`src/rtl/mem_port_arbiter.sv`:
```
// Two-port arbiter in front of a single-port memory. The CPU normally wins.
// The debug/loader port wins when the CPU is halted or has been starved, and it
// can lock the memory for an exclusive burst. Read data returns one cycle after
// the grant and is routed back to whichever port issued the read.
module mem_port_arbiter #(
    parameter int unsigned STARVE_MAX = 4,
    parameter int unsigned AW         = 5,
    parameter int unsigned DW         = 8
) (
    input  logic          clk,
    input  logic          rst,
    input  logic          cpu_req,
    input  logic          cpu_we,
    input  logic [AW-1:0] cpu_addr,
    input  logic [DW-1:0] cpu_wdata,
    input  logic          cpu_halt,
    output logic          cpu_gnt,
    output logic          cpu_rvalid,
    output logic [DW-1:0] cpu_rdata,
    input  logic          dbg_req,
    input  logic          dbg_we,
    input  logic [AW-1:0] dbg_addr,
    input  logic [DW-1:0] dbg_wdata,
    input  logic          dbg_lock,
    output logic          dbg_gnt,
    output logic          dbg_rvalid,
    output logic [DW-1:0] dbg_rdata,
    output logic          mem_en,
    output logic          mem_we,
    output logic [AW-1:0] mem_addr,
    output logic [DW-1:0] mem_wdata,
    input  logic [DW-1:0] mem_rdata,
    output logic          locked
);

    localparam int unsigned SW = (STARVE_MAX < 1) ? 1 : $clog2(STARVE_MAX + 1);
    localparam logic [SW-1:0] StarveMax = SW'(STARVE_MAX);

    typedef enum logic [0:0] {StArb, StLocked} state_e;

    state_e        state_q, state_d;
    logic [SW-1:0] starve_q, starve_d;
    // One-hot owner of the read whose data arrives this cycle.
    logic          rd_cpu_q, rd_dbg_q;

    // Grant decision for the current request cycle.
    always_comb begin
        cpu_gnt = 1'b0;
        dbg_gnt = 1'b0;
        if (rst) begin
            if (state_q == StLocked) begin
                dbg_gnt = dbg_req;
            end else if (dbg_req && (cpu_halt || starve_q == StarveMax)) begin
                dbg_gnt = 1'b1;
            end else if (cpu_req) begin
                cpu_gnt = 1'b1;
            end else begin
                dbg_gnt = dbg_req;
            end
        end
    end

    // Memory command mux from the granted port; idle bus drives zeros.
    always_comb begin
        mem_en    = cpu_gnt | dbg_gnt;
        mem_we    = 1'b0;
        mem_addr  = '0;
        mem_wdata = '0;
        if (cpu_gnt) begin
            mem_we    = cpu_we;
            mem_addr  = cpu_addr;
            mem_wdata = cpu_wdata;
        end else if (dbg_gnt) begin
            mem_we    = dbg_we;
            mem_addr  = dbg_addr;
            mem_wdata = dbg_wdata;
        end
    end

    // Lock FSM next state and starvation counter update.
    always_comb begin
        state_d  = state_q;
        starve_d = starve_q;
        case (state_q)
            StArb:    if (dbg_gnt && dbg_lock) state_d = StLocked;
            StLocked: if (!dbg_lock) state_d = StArb;
            default:  state_d = StArb;
        endcase
        if (dbg_gnt || !dbg_req) begin
            starve_d = '0;
        end else if (cpu_gnt && starve_q != StarveMax) begin
            starve_d = starve_q + SW'(1);
        end
    end

    // State registers with synchronous active-low reset.
    always_ff @(posedge clk) begin
        if (!rst) begin
            state_q  <= StArb;
            starve_q <= '0;
            rd_cpu_q <= 1'b0;
            rd_dbg_q <= 1'b0;
        end else begin
            state_q  <= state_d;
            starve_q <= starve_d;
            rd_cpu_q <= cpu_gnt & ~cpu_we;
            rd_dbg_q <= dbg_gnt & ~dbg_we;
        end
    end

    assign cpu_rvalid = rd_cpu_q;
    assign cpu_rdata  = rd_cpu_q ? mem_rdata : '0;
    assign dbg_rvalid = rd_dbg_q;
    assign dbg_rdata  = rd_dbg_q ? mem_rdata : '0;
    assign locked     = (state_q == StLocked);

endmodule
```
`config.mk`:
```
export PLATFORM = sky130hd
export DESIGN_NAME = mem_port_arbiter
export DESIGN_NICKNAME = d
export VERILOG_FILES = /design/src/rtl/mem_port_arbiter.sv
export SDC_FILE = /design/constraint.sdc
export NUM_CORES = 1
export LEC_CHECK = 0
export BUFFER_PORTS_ARGS = -buffer_cell sky130_fd_sc_hd__buf_2
export CAP_MARGIN = 40
export CORE_UTILIZATION = 31
export CTS_BUF_LIST = sky130_fd_sc_hd__clkbuf_8
export DETAILED_ROUTE_END_ITERATION = 8
export HOLD_SLACK_MARGIN = 0.02
export PLACE_DENSITY = 0.91
export SLEW_MARGIN = 20
export SYNTH_ARGS = -nofsm -noshare
export SYNTH_HDL_FRONTEND = slang
export SYNTH_SLANG_ARGS = --single-unit
```
`constraint.sdc`:
```
create_clock -name clk -period 2.1 [get_ports clk]
set_clock_uncertainty 0.2 [all_clocks]
set_input_delay 0.21 -clock clk [delete_from_list [all_inputs] [get_ports clk]]
set_output_delay 0.21 -clock clk [all_outputs]
set_load 0.01 [all_outputs]
```
Yosys cells after proc, flatten, opt, wreduce, memory -nomap -nowiden --
Cells that the tools add are included.
Cells by class: add/sub/neg operators 1, equality and inequality tests 2, mux-type cells 19, reduce and logical (&&, ||, !) cells 7, bitwise gates (word level) 7
Operators with widths (number):
- $mux 8 | 4
- $mux 1 | 12
- $mux 5 | 2
- $not 1->1 | 4
- $add 3x1->3 const B | 1
- $eq 3x3->1 const B | 1
- $logic_and 1x1->1 | 3
- $ne 3x3->1 const B | 1
- $and 1x1->1 | 2
- $logic_or 1x1->1 | 2
- $pmux 1 s2 | 1
- $reduce_or 2->1 | 1
- $logic_not 1->1 | 1
- $or 1x1->1 | 1
Word-level totals: register bits 6

Depth between registers and ports, before layout --
Gate-level depths: netlist of the first run.
depth in word-level cells 9, gate-level depth with buffers 6, mapped depth without buffers 5

Worst setup path before layout of the first run --
No wires, ideal clock.
path kind register to output, start point register starve_q[0], end point output mem_addr[1], cell stages (with the launch flop) 7, path slack 304 ps, data arrival time 1386 ps, required time 1690 ps, cells stage by stage dfxtp_1 > inv_1 > ha_1 > a21oi_4 > o211a_4 > buf_6 > a22o_1
On the way: elaborated cells between the ends (all ways) 11, classes of those cells eq/ne: 1; mux: 8; reduce/logical: 2
RTL lines:
- from (decl) | line 42 | logic [SW-1:0] starve_q, starve_d;
- from (signal assigned) | line 105 | starve_q <= starve_d;
- $eq 3x3->1 | line 53 | end else if (dbg_req && (cpu_halt || starve_q == StarveMax)) begin
- $logic_or 1x1->1 | line 53
- $logic_and 1x1->1 | line 53
- $mux 1 | line 53
- $mux 1 | line 51 | if (state_q == StLocked) begin
- $mux 1 | line 50 | if (rst) begin
- via cpu_gnt | line 17 | output logic cpu_gnt,
- $mux 5 | line 69 | if (cpu_gnt) begin
- to (decl) | line 30 | output logic [AW-1:0] mem_addr,
The timed path passes the listed nets, and every way through them passes these cells.

Worst setup path in the final report of the first run --
start point register starve_q[1], end point output mem_addr[0]
On the way: cells in the longest elaborated chain, start to end 8, elaborated cells between the ends (all ways) 11, classes of those cells eq/ne: 1; mux: 8; reduce/logical: 2
RTL lines:
- $eq 3x3->1 * | line 53
- $logic_or 1x1->1 * | line 53
- $logic_and 1x1->1 * | line 53
- $mux 1 | line 53
- $mux 1 | line 51
- $mux 1 | line 50
- $mux 5 | line 73 | end else if (dbg_gnt) begin
- $mux 5 * | line 69
Every way passes the cells marked *; elsewhere a longest branch is shown, timed or not.

==> results of run 1 <==
==> layout make-up <==
| type | instances | share of cell area |
|---|---|---|
| tap | 25 | 0.02819 |
| inverter | 5 | 0.01691 |
| timing repair buffer | 84 | 0.4160 |
| sequential | 6 | 0.1094 |
| clock buffer | 3 | 0.03720 |
| multi-input combinational | 53 | 0.3923 |
==> sequential cells by signal, indices dropped and copies added (netlist names) <==
name / count
starve_q: 3
cpu_rvalid: 1
dbg_rvalid: 1
locked: 1
==> metal layers <==
| metal | track usage | vias to the layer above | part of all wire |
|---|---|---|---|
| li1 | - | 417 | - |
| met1 | 0.1794 | 357 | 0.37 |
| met2 | 0.3824 | 56 | 0.52 |
| met3 | 0.05200 | 5 | 0.094 |
| met4 | 0.1091 | 0 | 0.020 |
| met5 | 0 | - | 0 |
==> critical path, cell delays in order, from the launching register on <==
cell and delay [ps]:
dfxtp_1 310, inv_2 70, ha_4 150, a21oi_4 60, buf_4 140, o211a_4 280, a22o_1 240, buf_2 140
==> power by group <==
| group | internal [mW] | total (mW) | switching [mW] |
|---|---|---|---|
| combinational | 0.0881 | 0.161 | 0.0727 |
| sequential | 0.118 | 0.121 | 0.00350 |
| clock | 0.123 | 0.170 | 0.0468 |
==> synth_stat cells <==
cell type / n / area share
o2111a_1: 1 / 0.020
and2b_4: 1 / 0.018
buf_6: 1 / 0.020
a21oi_4: 2 / 0.057
nor2b_1: 2 / 0.022
o211a_4: 1 / 0.031
o21ai_0: 1 / 0.0088
inv_1: 5 / 0.033
o21a_1: 2 / 0.026
o211a_1: 2 / 0.035
ha_1: 2 / 0.044
nor2_1: 1 / 0.0066
and4b_1: 1 / 0.018
and2_1: 16 / 0.18
buf_4: 1 / 0.013
dfxtp_1: 6 / 0.21
a211oi_1: 1 / 0.013
a21oi_1: 3 / 0.026
nand4_1: 1 / 0.011
a22o_1: 13 / 0.20
nand2_1: 2 / 0.013
==> worst max-delay path by stage <==
stage	end	slack, ps
6_report	mem_addr[0]	80
3_3_place_gp	mem_addr[4]	260
5_1_grt	mem_wdata[6]	9
2_1_floorplan	mem_addr[1]	300
3_5_place_dp	mem_addr[0]	160
4_1_cts	mem_wdata[3]	0.01
==> layout by cell type, fill, tap and decap left out, types with 2 or more instances in the layout <==
cell type and instances:
buf_2 77, and2_1 16, a22o_1 13, dfxtp_1 5
inv_1 3, a21oi_1 3, clkbuf_8 3, dlygate4sd3_1 3
inv_2 2, a21oi_4 2, nand2_1 2, o211a_1 2
o21a_1 2, nor2b_1 2, buf_4 2
==> logic make-up (layout without fill, tap and decap cells) <==
family,count (synthesis),after routing,synth area share
compound gates,26,27,0.4167
flops,6,6,0.2105
simple gates,24,24,0.2632
buf+inv,7,92,0.06580
fa+ha+maj,2,2,0.04385
==> stage by stage <==
step / utilization / setup slack (ps) / hold slack [ps] / total power [mW]
floorplan: - / 304.3 / 81.61 / 0.1923
global placement: 0.5609 / 263.8 / 191.9 / 0.2612
detailed placement: 0.5609 / 164.6 / 194.0 / 0.2654
CTS: 0.6341 / 0.01055 / 93.87 / 0.4543
global route: 0.6428 / 8.807 / 99.44 / 0.4800
finish: 0.6428 / 75.37 / 93.87 / 0.4519
==> repair_timing <==
item,4_1_cts,5_1_grt
hold endpoints to repair,3,0
endpoints found under the setup margin,13,13
hold buffers,3,0
pin swaps,3,1
gates resized for setup,1,5
gates cloned,1,0
buffers inserted,4,0
==> results.tsv, run 1 <==
metric	value	unit
status	completed	
Clock Path Buffers	2	
Final Cell Area	1110	um^2
Critical Path Source	starve_q[1]$_SDFFE_PP0P_	
Worst EP required	1690	ps
first-pass GRT wire length	2766	um
FF-to-FF path depth	7	
PwrDens	407.2	nW/um^2
Synth Register Bits	6	
critical path class	register to primary output	
MaxCap Viol Count	0	
mapped cell area	570.5	um^2
worst reg2reg setup slack	540	ps
Hold WC Path Type	primary input to register	
Ant. Diodes	0	
Leak Pwr	0.6670	nW
# IOs	78	
r2r endpoint	locked$_SDFF_PN0_	
Placed Cells	165	
Antenna Nets Post-Route	0	
storage element area	121.4	um^2
post-route clock period utilization	0.9641	
syn_nets	109	
final setup vio count	0	
FMAX	493.9	MHz
pin count of the biggest net entering global routing	12	
initial antenna violation count	0	
Post-route DRC	0	
drt pass-1 iters	4	
setup repair after global routing missed its margin	false	
core area	1727	um^2
RD Place Congestion	0.7795	
clock slew at reported path FFs	30	ps
Num CTS Buffers	3	
Final Hold Viols	0	
number of global-route vias before repair	696	
final wirelength	1943	um
sequential fraction of the synthesis area	0.2105	
drt via density	4.744	
Clock Sinks	6	
H-tree depth	1	
Die Ht	44.90	um
Netlist cell types	21	
Hold EP	locked$_SDFF_PN0_	
Setup TNS	0	ps
Die Area	2016	um^2
DR vias	835	
min Tclk post-route	2025	ps
Buffers on Ports	77	
Avg Inst Size Synth	8.778	um^2
Root Buffer	clkbuf_8	
CP Launch Type	register	
WP data arrival	1610	ps
initial drt markers	14	
Worst-Margin Slew	194.7	ps
fin. max-slew vios	0	
GRT overflow	0	
clk_lat worst skew	220	ps
Rows	15	
worst min-delay path startpoint	rst	
Initial Util	0.3304	
Die Wd	44.90	um
share of post-route cells with drive strength above 1	0.6159	
Yosys warnings	0	
crit end category	primary output	
Final #Nets	197	
Cell Area, Placed	968.4	um^2
# fillers	160	
routed length per instance	11.04	um
GR Util All Layers	0.1955	
Worst Path Max Fanout	8	
Final HPWL DP	1563	um
CTS tree	done	
hold depth	2	
Slew HR	0.8694	
VDD IR max	0.0003669	V
area grow syn2layout	94.52	%
FF-to-FF Start	starve_q[1]$_SDFFE_PP0P_	
Synth Instances	65	
multi-input logic area	435.4	um^2
Finished Layout Cells	176	
No activity file was read; power rests on OpenSTA's default activity.
==> inputs of run 2 (changes only) <==
- CAP_MARGIN: 40 -> 20
- CORE_UTILIZATION: 31 -> 30
- PLACE_DENSITY: 0.91 -> 0.89
==> results.tsv, run 2 (synthesis results as in run 1) <==
metric	value	unit	change
initial drt markers	14		unchanged
DR vias	861		+3.1%
area grow syn2layout	89.03	%	
routed length per instance	12.12	um	+9.7%
worst reg2reg setup slack	460	ps	-80 ps
setup repair after global routing missed its margin	false		
Ant. Diodes	0		unchanged
crit end category	primary output		
Placed Cells	165		unchanged
Worst-Margin Slew	388.7	ps	+194.0 ps
Setup TNS	0	ps	unchanged
WP data arrival	1630	ps	+20 ps
Rows	15		unchanged
core area	1745	um^2	+1.1%
Die Wd	45.61	um	+1.6%
final setup vio count	0		unchanged
drt pass-1 iters	4		unchanged
status	completed		
Root Buffer	clkbuf_8		
initial antenna violation count	0		unchanged
RD Place Congestion	0.7372		-5.4%
FMAX	490.3	MHz	-0.73%
Clock Path Buffers	2		unchanged
commonest cells after routing, fill and taps aside	buf_2, and2_1, a22o_1		
clk_lat worst skew	230	ps	about the same
pin count of the biggest net entering global routing	17		+5
Num CTS Buffers	3		unchanged
MaxCap Viol Count	0		unchanged
Buffers on Ports	77		unchanged
Worst Path Max Fanout	8		unchanged
post-route clock period utilization	0.9712		+0.007109
PwrDens	419.3	nW/um^2	+3.0%
Antenna Nets Post-Route	0		unchanged
max reg flops	3		unchanged
H-tree depth	1		unchanged
Util after Layout	0.6179		-0.02483
Leak Pwr	0.6479	nW	-2.9%
min Tclk post-route	2040	ps	+14.93 ps
Finished Layout Cells	173		-1.7%
pre-CTS setup slack	185.6	ps	+20.99 ps
VDD IR max	0.0002524	V	-31%
Biggest register	starve_q		
clock slew at reported path FFs	40	ps	about the same
multi-input logic area	451.7	um^2	+3.7%
CTS tree	done		
Worst EP required	1690	ps	about the same
Initial Util	0.3269		-0.003553
GRT overflow	0		unchanged
Final #Nets	194		-1.5%
Final HPWL DP	1610	um	+3.0%
Clock Sinks	6		unchanged
commonest non-fill, non-tap cell in the layout	buf_2		
Final Hold Viols	0		unchanged
first-pass GRT wire length	2415	um	-13%
# fillers	155		-3.1%
fin. max-slew vios	0		unchanged
final total power	0.4522	mW	about the same
share of post-route cells with drive strength above 1	0.6149		-0.001029
final wirelength	2096	um	+7.9%
drt via density	4.977		+4.9%
Slew HR	0.7409		-0.1285
storage element area	122.6	um^2	+1.0%
Die Area	2080	um^2	+3.2%
CP Launch Type	register		
# IOs	78		unchanged
Hold WC Path Type	primary input to register		
final worst setup slack	60.44	ps	-14.93 ps
Post-route DRC	0		unchanged
GR Util All Layers	0.1683		-0.02718
critical path class	register to primary output		
Die Ht	45.61	um	+1.6%
number of global-route vias before repair	612		-12%
[run 2: final cells by class]
| class | count | area share |
|---|---|---|
| Multi-Input combinational cell | 54 | 0.4188 |
| Inverter | 5 | 0.01740 |
| Clock buffer | 3 | 0.03828 |
| Timing Repair Buffer | 80 | 0.3828 |
| Tap cell | 25 | 0.02900 |
| Sequential cell | 6 | 0.1137 |
[run 2: per-layer routing]
layer  global-route usage  share of wire
met1               0.1538           0.37
met2               0.3171           0.50
met3              0.04762           0.10
met4               0.1091          0.026
met5                    0              0
[run 2: worst max-delay path, stage by stage (launching register included)]
cell and delay, ps:
dfxtp_2 340, inv_2 50, ha_4 170, a21oi_4 290, o211a_4 270, a22o_1 160, buf_2 130
[run 2: path summary, 6_finish.rpt]
| check | start | end | cells after the start |
|---|---|---|---|
| worst max-delay path | starve_q[0]$_SDFFE_PP0P_ | mem_wdata[4] | 6 |
| worst min-delay path | dbg_lock | locked$_SDFF_PN0_ | 2 |
| worst max register to register | starve_q[0]$_SDFFE_PP0P_ | starve_q[2]$_SDFFE_PP0P_ | 6 |
| worst min register to register | starve_q[0]$_SDFFE_PP0P_ | starve_q[0]$_SDFFE_PP0P_ | 1 |
[run 2: stage by stage]
step                area (um^2)  hold slack, ps
floorplan                 570.5           81.61
global placement          968.4           191.5
detailed placement        968.4           193.5
CTS                        1037           22.13
global route               1079           39.79
finish                     1079           22.12
[run 2: timing repair]
item	in CTS	in global routing
hold endpoints to repair	2	0
resized for setup	0	6
hold buffers	2	0
endpoints found under the setup margin	13	14
pin swaps	1	4
gates cloned	0	2
buffers inserted	1	0
[run 2: power by group]
group | internal, mW | leakage [nW] | switching, mW
Sequential | 0.118 | 0.0497 | 0.00346
Clock | 0.123 | 0.0216 | 0.0511
Combinational | 0.0813 | 0.577 | 0.0750
